**config.mk**
```make
export PLATFORM = sky130hd
export DESIGN_NAME = xy_move_sequencer
export DESIGN_NICKNAME = d
export VERILOG_FILES = /design/src/rtl/xy_move_seq_pkg.sv /design/src/rtl/xy_move_sequencer_step_edge_counter.sv /design/src/rtl/xy_move_sequencer.sv
export SDC_FILE = /design/constraint.sdc
export NUM_CORES = 1
export LEC_CHECK = 0
export BUFFER_PORTS_ARGS = -buffer_cell sky130_fd_sc_hd__buf_2
export CAP_MARGIN = 0
export CORE_MARGIN = 1
export CORE_UTILIZATION = 55
export CTS_CLUSTER_SIZE = 30
export DETAILED_ROUTE_END_ITERATION = 8
export PLACE_DENSITY = 0.76
export REMOVE_ABC_BUFFERS = 1
export SLEW_MARGIN = 20
export SYNTH_ARGS = -nofsm -noshare
export SYNTH_HDL_FRONTEND = slang
export SYNTH_SLANG_ARGS = --single-unit
```
**constraint.sdc**
```tcl
create_clock -name PCLK -period 4.8 [get_ports PCLK]
set_input_delay 0.96 -clock PCLK [delete_from_list [all_inputs] [get_ports PCLK]]
set_output_delay 0.96 -clock PCLK [all_outputs]
set_load 0.01 [all_outputs]
```
**src/rtl/xy_move_seq_pkg.sv**
```systemverilog
// Shared types and constants for the XY move sequencer.
// States, direction codes, register offsets and CMD field layout.
package xy_move_seq_pkg;

    typedef enum logic [1:0] {
        IDLE     = 2'd0,
        RUN      = 2'd1,
        STOPPING = 2'd2,
        SETTLE   = 2'd3
    } state_t;

    localparam logic [1:0] DIR_NONE = 2'b00;
    localparam logic [1:0] DIR_CCW  = 2'b01;
    localparam logic [1:0] DIR_CW   = 2'b10;

    localparam logic [1:0] REG_CMD  = 2'd0;
    localparam logic [1:0] REG_CTRL = 2'd1;
    localparam logic [1:0] REG_REM  = 2'd1;
    localparam logic [1:0] REG_DONE = 2'd2;

    localparam int CMD_SX_LSB = 0;
    localparam int CMD_SY_LSB = 14;
    localparam int CMD_DX_LSB = 28;
    localparam int CMD_DY_LSB = 30;

    // Code 11 is not a legal direction; treat it as no motion.
    function automatic logic [1:0] norm_dir(input logic [1:0] d);
        return (d == 2'b11) ? DIR_NONE : d;
    endfunction

endpackage

```
**src/rtl/xy_move_sequencer_step_edge_counter.sv**
```systemverilog
// Per-axis pulse synchroniser, step detector and remaining-step counter.
// A step is a change between two nonzero synced coil patterns.
module step_edge_counter #(
    parameter int STEP_W = 14
) (
    input  logic              i_clk,
    input  logic              i_rst_n,
    input  logic [3:0]        i_pulse,
    input  logic              i_load,
    input  logic [STEP_W-1:0] i_load_val,
    input  logic              i_clear,
    input  logic              i_count_en,
    output logic [3:0]        o_pulse_sync,
    output logic [STEP_W-1:0] o_rem,
    output logic              o_zero
);

    logic [3:0]        r_meta;
    logic [3:0]        r_sync;
    logic [3:0]        r_prev;
    logic [STEP_W-1:0] r_rem;
    logic              w_step;

    assign w_step = (r_sync != r_prev) && (|r_sync) && (|r_prev);

    always_ff @(posedge i_clk) begin
        if (!i_rst_n) begin
            r_meta <= '0;
            r_sync <= '0;
            r_prev <= '0;
            r_rem  <= '0;
        end else begin
            r_meta <= i_pulse;
            r_sync <= r_meta;
            r_prev <= r_sync;
            if (i_clear) begin
                r_rem <= '0;
            end else if (i_load) begin
                r_rem <= i_load_val;
            end else if (i_count_en && w_step && (r_rem != '0)) begin
                r_rem <= r_rem - 1'b1;
            end
        end
    end

    assign o_pulse_sync = r_sync;
    assign o_rem        = r_rem;
    assign o_zero       = (r_rem == '0);

endmodule

```
**src/rtl/xy_move_sequencer.sv**
```systemverilog
// APB3 XY move command queue and two-axis stepper sequencer.
// Optional interrupt output enabled by defining XY_MOVE_SEQ_IRQ_EN.
module xy_move_sequencer
    import xy_move_seq_pkg::*;
#(
    parameter int FIFO_DEPTH    = 4,
    parameter int STEP_W        = 14,
    parameter int SETTLE_CYCLES = 1000
) (
    input  logic        PCLK,
    input  logic        PRESERN,
    input  logic        PSEL,
    input  logic        PENABLE,
    input  logic        PWRITE,
    input  logic [31:0] PADDR,
    input  logic [31:0] PWDATA,
    output logic [31:0] PRDATA,
    output logic        PREADY,
    output logic        PSLVERR,
    input  logic [3:0]  pulseX,
    input  logic [3:0]  pulseY,
    output logic [1:0]  dirX,
    output logic [1:0]  dirY,
`ifdef XY_MOVE_SEQ_IRQ_EN
    output logic        irq,
`endif
    output logic        busy
);

    localparam int AW = $clog2(FIFO_DEPTH);
    localparam int SW = $clog2(SETTLE_CYCLES + 1);

    logic [31:0]       r_fifo [FIFO_DEPTH];
    logic [AW:0]       r_wr_ptr;
    logic [AW:0]       r_rd_ptr;
    state_t            r_state;
    logic [1:0]        r_dirx_cmd;
    logic [1:0]        r_diry_cmd;
    logic              r_zero_seen;
    logic [SW-1:0]     r_settle_cnt;
    logic [15:0]       r_done;
    logic              r_aborted;
    logic              r_ovf;
    logic              r_irq_pend;

    logic              w_wr;
    logic [1:0]        w_addr;
    logic              w_cmd_wr;
    logic              w_ctrl_wr;
    logic              w_abort;
    logic              w_clr_ovf;
    logic              w_clr_irq;
    logic              w_empty;
    logic              w_full;
    logic              w_pop;
    logic              w_push;
    logic              w_ovf_set;
    logic [AW:0]       w_count;
    logic [31:0]       w_head;
    logic [3:0]        w_sync_x;
    logic [3:0]        w_sync_y;
    logic [STEP_W-1:0] w_rem_x;
    logic [STEP_W-1:0] w_rem_y;
    logic              w_zero_x;
    logic              w_zero_y;
    logic              w_pulse_idle;
    logic              w_count_en;
    logic              w_settle_done;
    logic [31:0]       w_status;
    logic              w_unused;

    assign w_wr      = PSEL & PENABLE & PWRITE;
    assign w_addr    = PADDR[3:2];
    assign w_cmd_wr  = w_wr && (w_addr == REG_CMD);
    assign w_ctrl_wr = w_wr && (w_addr == REG_CTRL);
    assign w_abort   = w_ctrl_wr && PWDATA[0];
    assign w_clr_ovf = w_ctrl_wr && PWDATA[1];
`ifdef XY_MOVE_SEQ_IRQ_EN
    assign w_clr_irq = w_ctrl_wr && PWDATA[2];
`else
    assign w_clr_irq = 1'b0;
`endif
    assign w_unused  = ^{PADDR[31:4], PADDR[1:0]};

    // Pointers carry an extra wrap bit so full and empty are distinct.
    assign w_count = r_wr_ptr - r_rd_ptr;
    assign w_empty = (r_wr_ptr == r_rd_ptr);
    assign w_full  = (r_wr_ptr[AW] != r_rd_ptr[AW]) &&
                     (r_wr_ptr[AW-1:0] == r_rd_ptr[AW-1:0]);
    assign w_head  = r_fifo[r_rd_ptr[AW-1:0]];

    assign w_pop     = (r_state == IDLE) && !w_empty && !w_abort;
    assign w_push    = w_cmd_wr && !w_abort && (!w_full || w_pop);
    assign w_ovf_set = w_cmd_wr && !w_abort && w_full && !w_pop;

    always_ff @(posedge PCLK) begin
        if (w_push) begin
            r_fifo[r_wr_ptr[AW-1:0]] <= PWDATA;
        end
    end

    always_ff @(posedge PCLK) begin
        if (!PRESERN || w_abort) begin
            r_wr_ptr <= '0;
            r_rd_ptr <= '0;
        end else begin
            if (w_push) begin
                r_wr_ptr <= r_wr_ptr + 1'b1;
            end
            if (w_pop) begin
                r_rd_ptr <= r_rd_ptr + 1'b1;
            end
        end
    end

    assign w_count_en = (r_state == RUN);

    step_edge_counter #(.STEP_W(STEP_W)) u_cnt_x (
        .i_clk        (PCLK),
        .i_rst_n      (PRESERN),
        .i_pulse      (pulseX),
        .i_load       (w_pop),
        .i_load_val   (w_head[CMD_SX_LSB +: STEP_W]),
        .i_clear      (w_abort),
        .i_count_en   (w_count_en),
        .o_pulse_sync (w_sync_x),
        .o_rem        (w_rem_x),
        .o_zero       (w_zero_x)
    );

    step_edge_counter #(.STEP_W(STEP_W)) u_cnt_y (
        .i_clk        (PCLK),
        .i_rst_n      (PRESERN),
        .i_pulse      (pulseY),
        .i_load       (w_pop),
        .i_load_val   (w_head[CMD_SY_LSB +: STEP_W]),
        .i_clear      (w_abort),
        .i_count_en   (w_count_en),
        .o_pulse_sync (w_sync_y),
        .o_rem        (w_rem_y),
        .o_zero       (w_zero_y)
    );

    assign w_pulse_idle  = (w_sync_x == 4'b0000) && (w_sync_y == 4'b0000);
    assign w_settle_done = (r_settle_cnt == SW'(SETTLE_CYCLES - 1));

    always_ff @(posedge PCLK) begin
        if (!PRESERN) begin
            r_state      <= IDLE;
            r_dirx_cmd   <= DIR_NONE;
            r_diry_cmd   <= DIR_NONE;
            r_zero_seen  <= 1'b0;
            r_settle_cnt <= '0;
            r_done       <= '0;
            r_aborted    <= 1'b0;
            r_ovf        <= 1'b0;
            r_irq_pend   <= 1'b0;
        end else begin
            if (w_clr_ovf) begin
                r_ovf <= 1'b0;
            end
            if (w_ovf_set) begin
                r_ovf <= 1'b1;
            end
            if (w_clr_irq) begin
                r_irq_pend <= 1'b0;
            end
            if (w_abort) begin
                r_state     <= STOPPING;
                r_zero_seen <= 1'b0;
                r_aborted   <= 1'b1;
                r_dirx_cmd  <= DIR_NONE;
                r_diry_cmd  <= DIR_NONE;
            end else begin
                unique case (r_state)
                    IDLE: begin
                        if (w_pop) begin
                            r_state    <= RUN;
                            r_aborted  <= 1'b0;
                            r_dirx_cmd <= norm_dir(w_head[CMD_DX_LSB +: 2]);
                            r_diry_cmd <= norm_dir(w_head[CMD_DY_LSB +: 2]);
                        end
                    end
                    RUN: begin
                        if (w_zero_x && w_zero_y) begin
                            r_state     <= STOPPING;
                            r_zero_seen <= 1'b0;
                        end
                    end
                    STOPPING: begin
                        // Two consecutive idle samples mean both drivers stopped.
                        if (w_pulse_idle) begin
                            if (r_zero_seen) begin
                                r_state      <= SETTLE;
                                r_settle_cnt <= '0;
                            end else begin
                                r_zero_seen <= 1'b1;
                            end
                        end else begin
                            r_zero_seen <= 1'b0;
                        end
                    end
                    SETTLE: begin
                        if (w_settle_done) begin
                            r_state <= IDLE;
                            if (!r_aborted) begin
                                r_done <= r_done + 16'd1;
                            end
`ifdef XY_MOVE_SEQ_IRQ_EN
                            if (w_empty) begin
                                r_irq_pend <= 1'b1;
                            end
`endif
                        end else begin
                            r_settle_cnt <= r_settle_cnt + 1'b1;
                        end
                    end
                    default: r_state <= IDLE;
                endcase
            end
        end
    end

    // Direction drops in the same cycle the axis counter reaches zero.
    assign dirX = ((r_state == RUN) && !w_zero_x) ? r_dirx_cmd : DIR_NONE;
    assign dirY = ((r_state == RUN) && !w_zero_y) ? r_diry_cmd : DIR_NONE;
    assign busy = (r_state != IDLE) || !w_empty;

`ifdef XY_MOVE_SEQ_IRQ_EN
    assign irq = r_irq_pend;
`endif

    always_comb begin
        w_status       = '0;
        w_status[1:0]  = r_state;
        w_status[6:2]  = 5'(w_count);
        w_status[7]    = r_ovf;
        w_status[8]    = busy;
        w_status[9]    = r_irq_pend;
    end

    always_comb begin
        PRDATA = '0;
        unique case (w_addr)
            REG_CMD:  PRDATA = w_status;
            REG_REM:  PRDATA = 32'(w_rem_x) | (32'(w_rem_y) << 16);
            REG_DONE: PRDATA = {16'h0000, r_done};
            default:  PRDATA = '0;
        endcase
    end

    assign PREADY  = 1'b1;
    assign PSLVERR = 1'b0 & w_unused;

endmodule

```
### Word level (Yosys, flattened, before mapping)

Memory sizes are Yosys's and may differ from the RTL's. A register that Yosys moved wholly into a read port is not among the register bits.
Cells that the tools add are included.

| cells by class | value |
|---|---|
| $lt $le $gt $ge | 0 |
| muxes and demuxes | 32 |
| $add $sub $neg | 7 |
| divide/modulo/power cells | 0 |
| reduce and logical (&&, ||, !) cells | 61 |
| bitwise logic cells | 6 |
| shifts and indexed selects | 0 |
| $mul | 0 |
| equality and inequality tests | 24 |

Operator list:

| operator | count |
|---|---|
| one-hot mux 30 bit (3 select lines) | 1 |
| two-way mux 14 bit | 4 |
| two-way mux 10 bit | 3 |
| OR 14 x 30 -> 30 bit | 1 |
| zero test 14 bit | 2 |
| nonzero test 14 bit | 2 |
| subtractor 14 x 1 -> 14 bit, second input constant | 2 |
| two-way mux 2 bit | 12 |
| logical AND 1 bit | 23 |
| one-hot mux 10 bit (2 select lines) | 1 |
| adder 16 x 1 -> 16 bit, second input constant | 1 |
| nonzero test 2 bit | 8 |
| OR reduction 4 bit | 4 |
| inequality test 3 bit, second input constant | 5 |
| AND reduction 5 bit | 3 |
| inequality test 2 bit, second input constant | 6 |
| adder 10 x 1 -> 10 bit, second input constant | 1 |
| == test 10 bit, second input constant | 1 |
| == test 2 bit, second input constant | 5 |
| two-way mux 1 bit | 9 |
| zero test 4 bit | 2 |
| inequality test 4 bit | 2 |
| one-hot mux 2 bit (4 select lines) | 1 |
| zero test 1 bit | 7 |
| 14 further kinds | 24 |

| word-level totals | value |
|---|---|
| output and inout bits | 39 |
| memories kept | 1 |
| word-level logic and storage cells | 150 |
| bits in registers | 93 |
| latch bits | 0 |
| memory bits (read-only) | 0 |
| bits in writable memories | 128 |

Memory list:

| name | words | bits a word | rd ports | clocked after Yosys merged registers in | write ports | line | source |
|---|---|---|---|---|---|---|---|
| r_fifo | 4 | 32 | 1 | 1 | 1 | xy_move_sequencer.sv:33 | `logic [31:0] r_fifo [FIFO_DEPTH];` |

### Depth between registers and ports, before layout

| logic depth | value |
|---|---|
| depth after elaboration | 10 |
| depth in mapped cells | 9 |
| depth with buffers taken out | 8 |

### Hierarchy

Synthesis repeated with hierarchy kept, for this count alone.

| second synthesis, totals | value |
|---|---|
| cells, all modules | 782 |
| area total of the unflattened synthesis | 9854.5 um^2 |

By module, submodules not included:

| module | cells an instance | times used | area each (um^2) | seq. area each (um^2) |
|---|---|---|---|---|
| xy_move_sequencer | 500 | 1 | 7279.5 | 4704.5 |
| step_edge_counter | 141 | 2 | 1287.5 | 520.5 |

### Worst setup path before layout

OpenSTA, ideal clock, no wires.

| path | value |
|---|---|
| kind | in2reg |
| start | in PSEL |
| end | mem r_fifo[3][0] (enable) |
| buffers on the path | 0 |
| arrival | 2.745 ns |
| path slack | 1.661 ns |
| data required time | 4.406 ns |
| cell stages on the path | 4 |
| cell sequence | nand3_1 > o21ai_1 > a2111oi_2 > and2_1 |

| on the way | value |
|---|---|
| word-level cells in the longest chain between the ends | 10 |

Ends and longest elaborated chain:

| what | line | source |
|---|---|---|
| start, declared | xy_move_sequencer.sv:12 | `input logic PSEL,` |
| AND 1 bit (*) (2 in series) | xy_move_sequencer.sv:72 | `assign w_wr = PSEL & PENABLE & PWRITE;` |
| logical AND 1 bit | xy_move_sequencer.sv:75 | `assign w_ctrl_wr = w_wr && (w_addr == REG_CTRL);` |
| logical AND 1 bit | xy_move_sequencer.sv:76 | `assign w_abort = w_ctrl_wr && PWDATA[0];` |
| zero test 1 bit | xy_move_sequencer.sv:92, xy_move_sequencer.sv:93 |  |
| logical AND 1 bit | xy_move_sequencer.sv:92 | `assign w_pop = (r_state == IDLE) && !w_empty && !w_abort;` |
| logical OR 1 bit | xy_move_sequencer.sv:93 | `assign w_push = w_cmd_wr && !w_abort && (!w_full \|\| w_pop);` |
| logical AND 1 bit (*) | xy_move_sequencer.sv:93 |  |
| two-way mux 1 bit (*) | xy_move_sequencer.sv:97 | `if (w_push) begin` |
| two-way mux 1 bit (not written as such) (*) | xy_move_sequencer.sv:98 | `r_fifo[r_wr_ptr[AW-1:0]] <= PWDATA;` |
| end, declared | xy_move_sequencer.sv:33 |  |

Every way passes the cells marked *; elsewhere a longest branch is shown, timed or not.

### Worst setup path in the final report

| path | value |
|---|---|
| start | in PADDR[3] |
| end | out PRDATA[0] |

| on the way | value |
|---|---|
| word-level cells in the longest chain between the ends | 2 |

Ends and longest elaborated chain:

| what | line | source |
|---|---|---|
| start, declared | xy_move_sequencer.sv:15 | `input logic [31:0] PADDR,` |
| == test 2 bit, or another cell as far along | xy_move_sequencer.sv:244 | `unique case (w_addr)` |
| one-hot mux 30 bit (3 select lines) (*) | xy_move_sequencer.sv:244 |  |
| end, declared | xy_move_sequencer.sv:17 | `output logic [31:0] PRDATA,` |

Marked as above.

==> reports/qor.csv <==
metric,value,unit
synth_area_per_cell,12.9,um2
grt.total_usage,0.220,
die-area,0.0177,mm2
layout_commonest_cell,edfxtp_1,
core_area,0.0167,mm2
regArea,0.00575,mm2
fillers,1219,
p_total,4.92,mW
drtIter0Drc,415,
cts_hold_buf,0,
cp_cell_sequence,buf_2 -> nor2b_1 -> nand2_1 -> o21ai_0 -> buf_2,
yosysTopAreaCell,edfxtp_1,
worst_setup_path_start_kind,primary input,
final-setup-viol-count,0,
crit_path_start,PADDR[3],
finalCriticalPeriod,3420,ps
dpl.hpwl,12500,um
reg2reg_slack,2050,ps
cp.arrival,2460,ps
globalRoute.totalOverflow,0,
finalWirelength,19100,um
ir_drop,0.291,mV
grt_pass1_wl,30500,um
cts_sinks,223,
finalNetCount,910,
io-pin-count,116,
cpMaxStageDelayCell,nor2b_1,
min_path_type,reg2reg,
post-cts-setup-buffers,0,
multi_input_area,0.00348,mm2
r2r-end,r_wr_ptr[2]$_SDFFE_PP0P_,
ys_dominant_reg_cell,edfxtp_1,
r2r-start,r_wr_ptr[0]$_SDFFE_PP0P_,
antenna_found_initial,0,
wl_per_cell,18.1,um
max_freq,292,MHz
die-width,133,um
area_growth,13.8,%
firstDrtPassIters,5,
min_from,u_cnt_y.r_meta[3]$_SDFF_PN0_,
yosysSeqAreaShare,0.608,
rows,47,
critPathMaxStageDelay,860,ps
cts-resized-gates,0,
fin_cells,1052,
finalHoldViolations,0,
slew_headroom,0.305,
required,3840,ps
cts_tree,done,
crit_path_end_kind,output pin,
postRouteAntennaNets,0,
finClkSkew,11.6,ps
ys_seq_elements,223,
clk_latency,510,ps
period_share,0.712,
fin_tns_setup,0,ps
min_path_cells,1,
slew_viol_final,0,
gp_congestion,0.862,
port_buffers,81,
min_to,u_cnt_y.o_pulse_sync[3]$_SDFF_PN0_,
start_util,0.565,
grt_max_degree,47,
critical_path_class,in2out,
crit_top_cell,buf_2,
synth_area,0.00944,mm2
path_clk_slew,60,ps
clockBufferDepth,3,
rsz0062_at_grt,no,
r2r_cells,9,
clock-root-buffer,clkbuf_16,
layout_common_cells,"edfxtp_1, dfxtp_1, buf_2",
worst_slew_pin_slew,1040,ps
grt_pass1_vias,5992,
synthDistinctLibCells,52,
critical_path.top_delay_family,simple AND/OR/NAND/NOR gates,
path_buf_inv,2,
yosysWarnings,0,
cp_max_fo,16,
synth_edf_count,128,
cp_num_cells,5,
p_leak,3.86,nW
powerDensity,457,mW/mm2
netlist.area_leader.share,0.407,
drc,0,
numCtsBuffers,23,
synth_cells,734,
cts.htree.levels,1,
status,completed,
fp.dieH,133,um
synth_area_leaders,"edfxtp_1, dfxtp_1, mux4_2, xnor2_1, and2_1",
vias_per_cell,5.72,
vias,6015,
cap_violations,0,
n_antenna_cell,0,
drive_gt1_frac,0.201,
async_flop_share,0,
placed_cells,1010,
==> stage by stage <==
stage | util | setup slack, ps | cell area [um2] | hold slack [ps]
6_report | 0.644 | 1380 | 10800 | 433
5_1_grt | 0.644 | 1150 | 10800 | 446
4_1_cts | 0.644 | 1400 | 10700 | 435
3_5_place_dp | 0.601 | 1410 | 10000 | 421
3_3_place_gp | 0.601 | 1470 | 10000 | 416
2_1_floorplan | - | 1660 | 9290 | 412
==> cells by family after synthesis <==
kind of cell,after synthesis,synth area share
other cells,2,0.000795
buf+inv,55,0.0244
simple gates,233,0.135
flops,223,0.608
mux,41,0.0859
compound gates,105,0.0678
fa+ha+maj,18,0.0246
xor+xnor,57,0.0529
==> area by class of cell <==
type,count,share of cell area
clock buffers,28,0.0562
clock inverters,14,0.00943
inverters,19,0.00663
multi-input cells,458,0.323
flip-flops and latches,223,0.535
well taps,220,0.0256
repair buffers,90,0.0440
==> where the power goes <==
part	leakage [nW]	internal, mW	switching, mW
Sequential	1.92	2.12	0.128
Combinational	1.59	0.411	0.598
Clock	0.350	0.953	0.705
==> cell usage after synthesis, types with 2 or more instances <==
| master | number |
|---|---|
| a2111oi_2 | 2 |
| a211oi_1 | 6 |
| a21oi_1 | 38 |
| a22o_1 | 7 |
| a31oi_1 | 4 |
| and2_1 | 62 |
| and3_1 | 6 |
| and4_1 | 2 |
| buf_1 | 3 |
| buf_4 | 4 |
| clkbuf_1 | 27 |
| conb_1 | 2 |
| dfxtp_1 | 95 |
| edfxtp_1 | 128 |
| ha_1 | 17 |
| inv_1 | 19 |
| mux2i_1 | 9 |
| mux4_2 | 32 |
| nand2_1 | 35 |
| nand3_1 | 21 |
| nand3b_1 | 5 |
| nand4_1 | 9 |
| nor2_1 | 44 |
| nor2b_1 | 6 |
| nor3_1 | 13 |
| nor4_1 | 16 |
| nor4_4 | 2 |
| o21ai_0 | 31 |
| o21ai_1 | 4 |
| o22ai_1 | 3 |
| o311a_1 | 2 |
| or3_1 | 4 |
| or4_1 | 2 |
| xnor2_1 | 50 |
| xor2_1 | 7 |
==> registers in the layout, indices dropped and copies added (netlist names), named ones only <==
register / cells
r_fifo: 128
r_done: 16
u_cnt_x.o_rem: 14
u_cnt_y.o_rem: 14
r_settle_cnt: 10
u_cnt_x.o_pulse_sync: 4
u_cnt_x.r_meta: 4
u_cnt_x.r_prev: 4
u_cnt_y.o_pulse_sync: 4
u_cnt_y.r_meta: 4
u_cnt_y.r_prev: 4
r_rd_ptr: 3
r_wr_ptr: 3
r_dirx_cmd: 2
r_diry_cmd: 2
r_state: 2
r_aborted: 1
r_ovf: 1
r_zero_seen: 1
==> metal layers <==
metal,up-vias,global-route usage,share of wire
met5,-,0,0
li1,2845,-,-
met1,2954,0.298,0.44
met3,29,0.0287,0.055
met2,187,0.369,0.48
met4,0,0.0722,0.023
==> worst max path at each step <==
stage	slack, ps	endpoint
detailed placement	1410	PRDATA[8]
global placement	1470	PRDATA[8]
CTS	1400	PRDATA[8]
global route	1150	PRDATA[0]
floorplan	1660	r_fifo[3][0]$_DFFE_PP_
finish	1380	PRDATA[0]
Note: power is estimated with default switching activity, not from simulation.
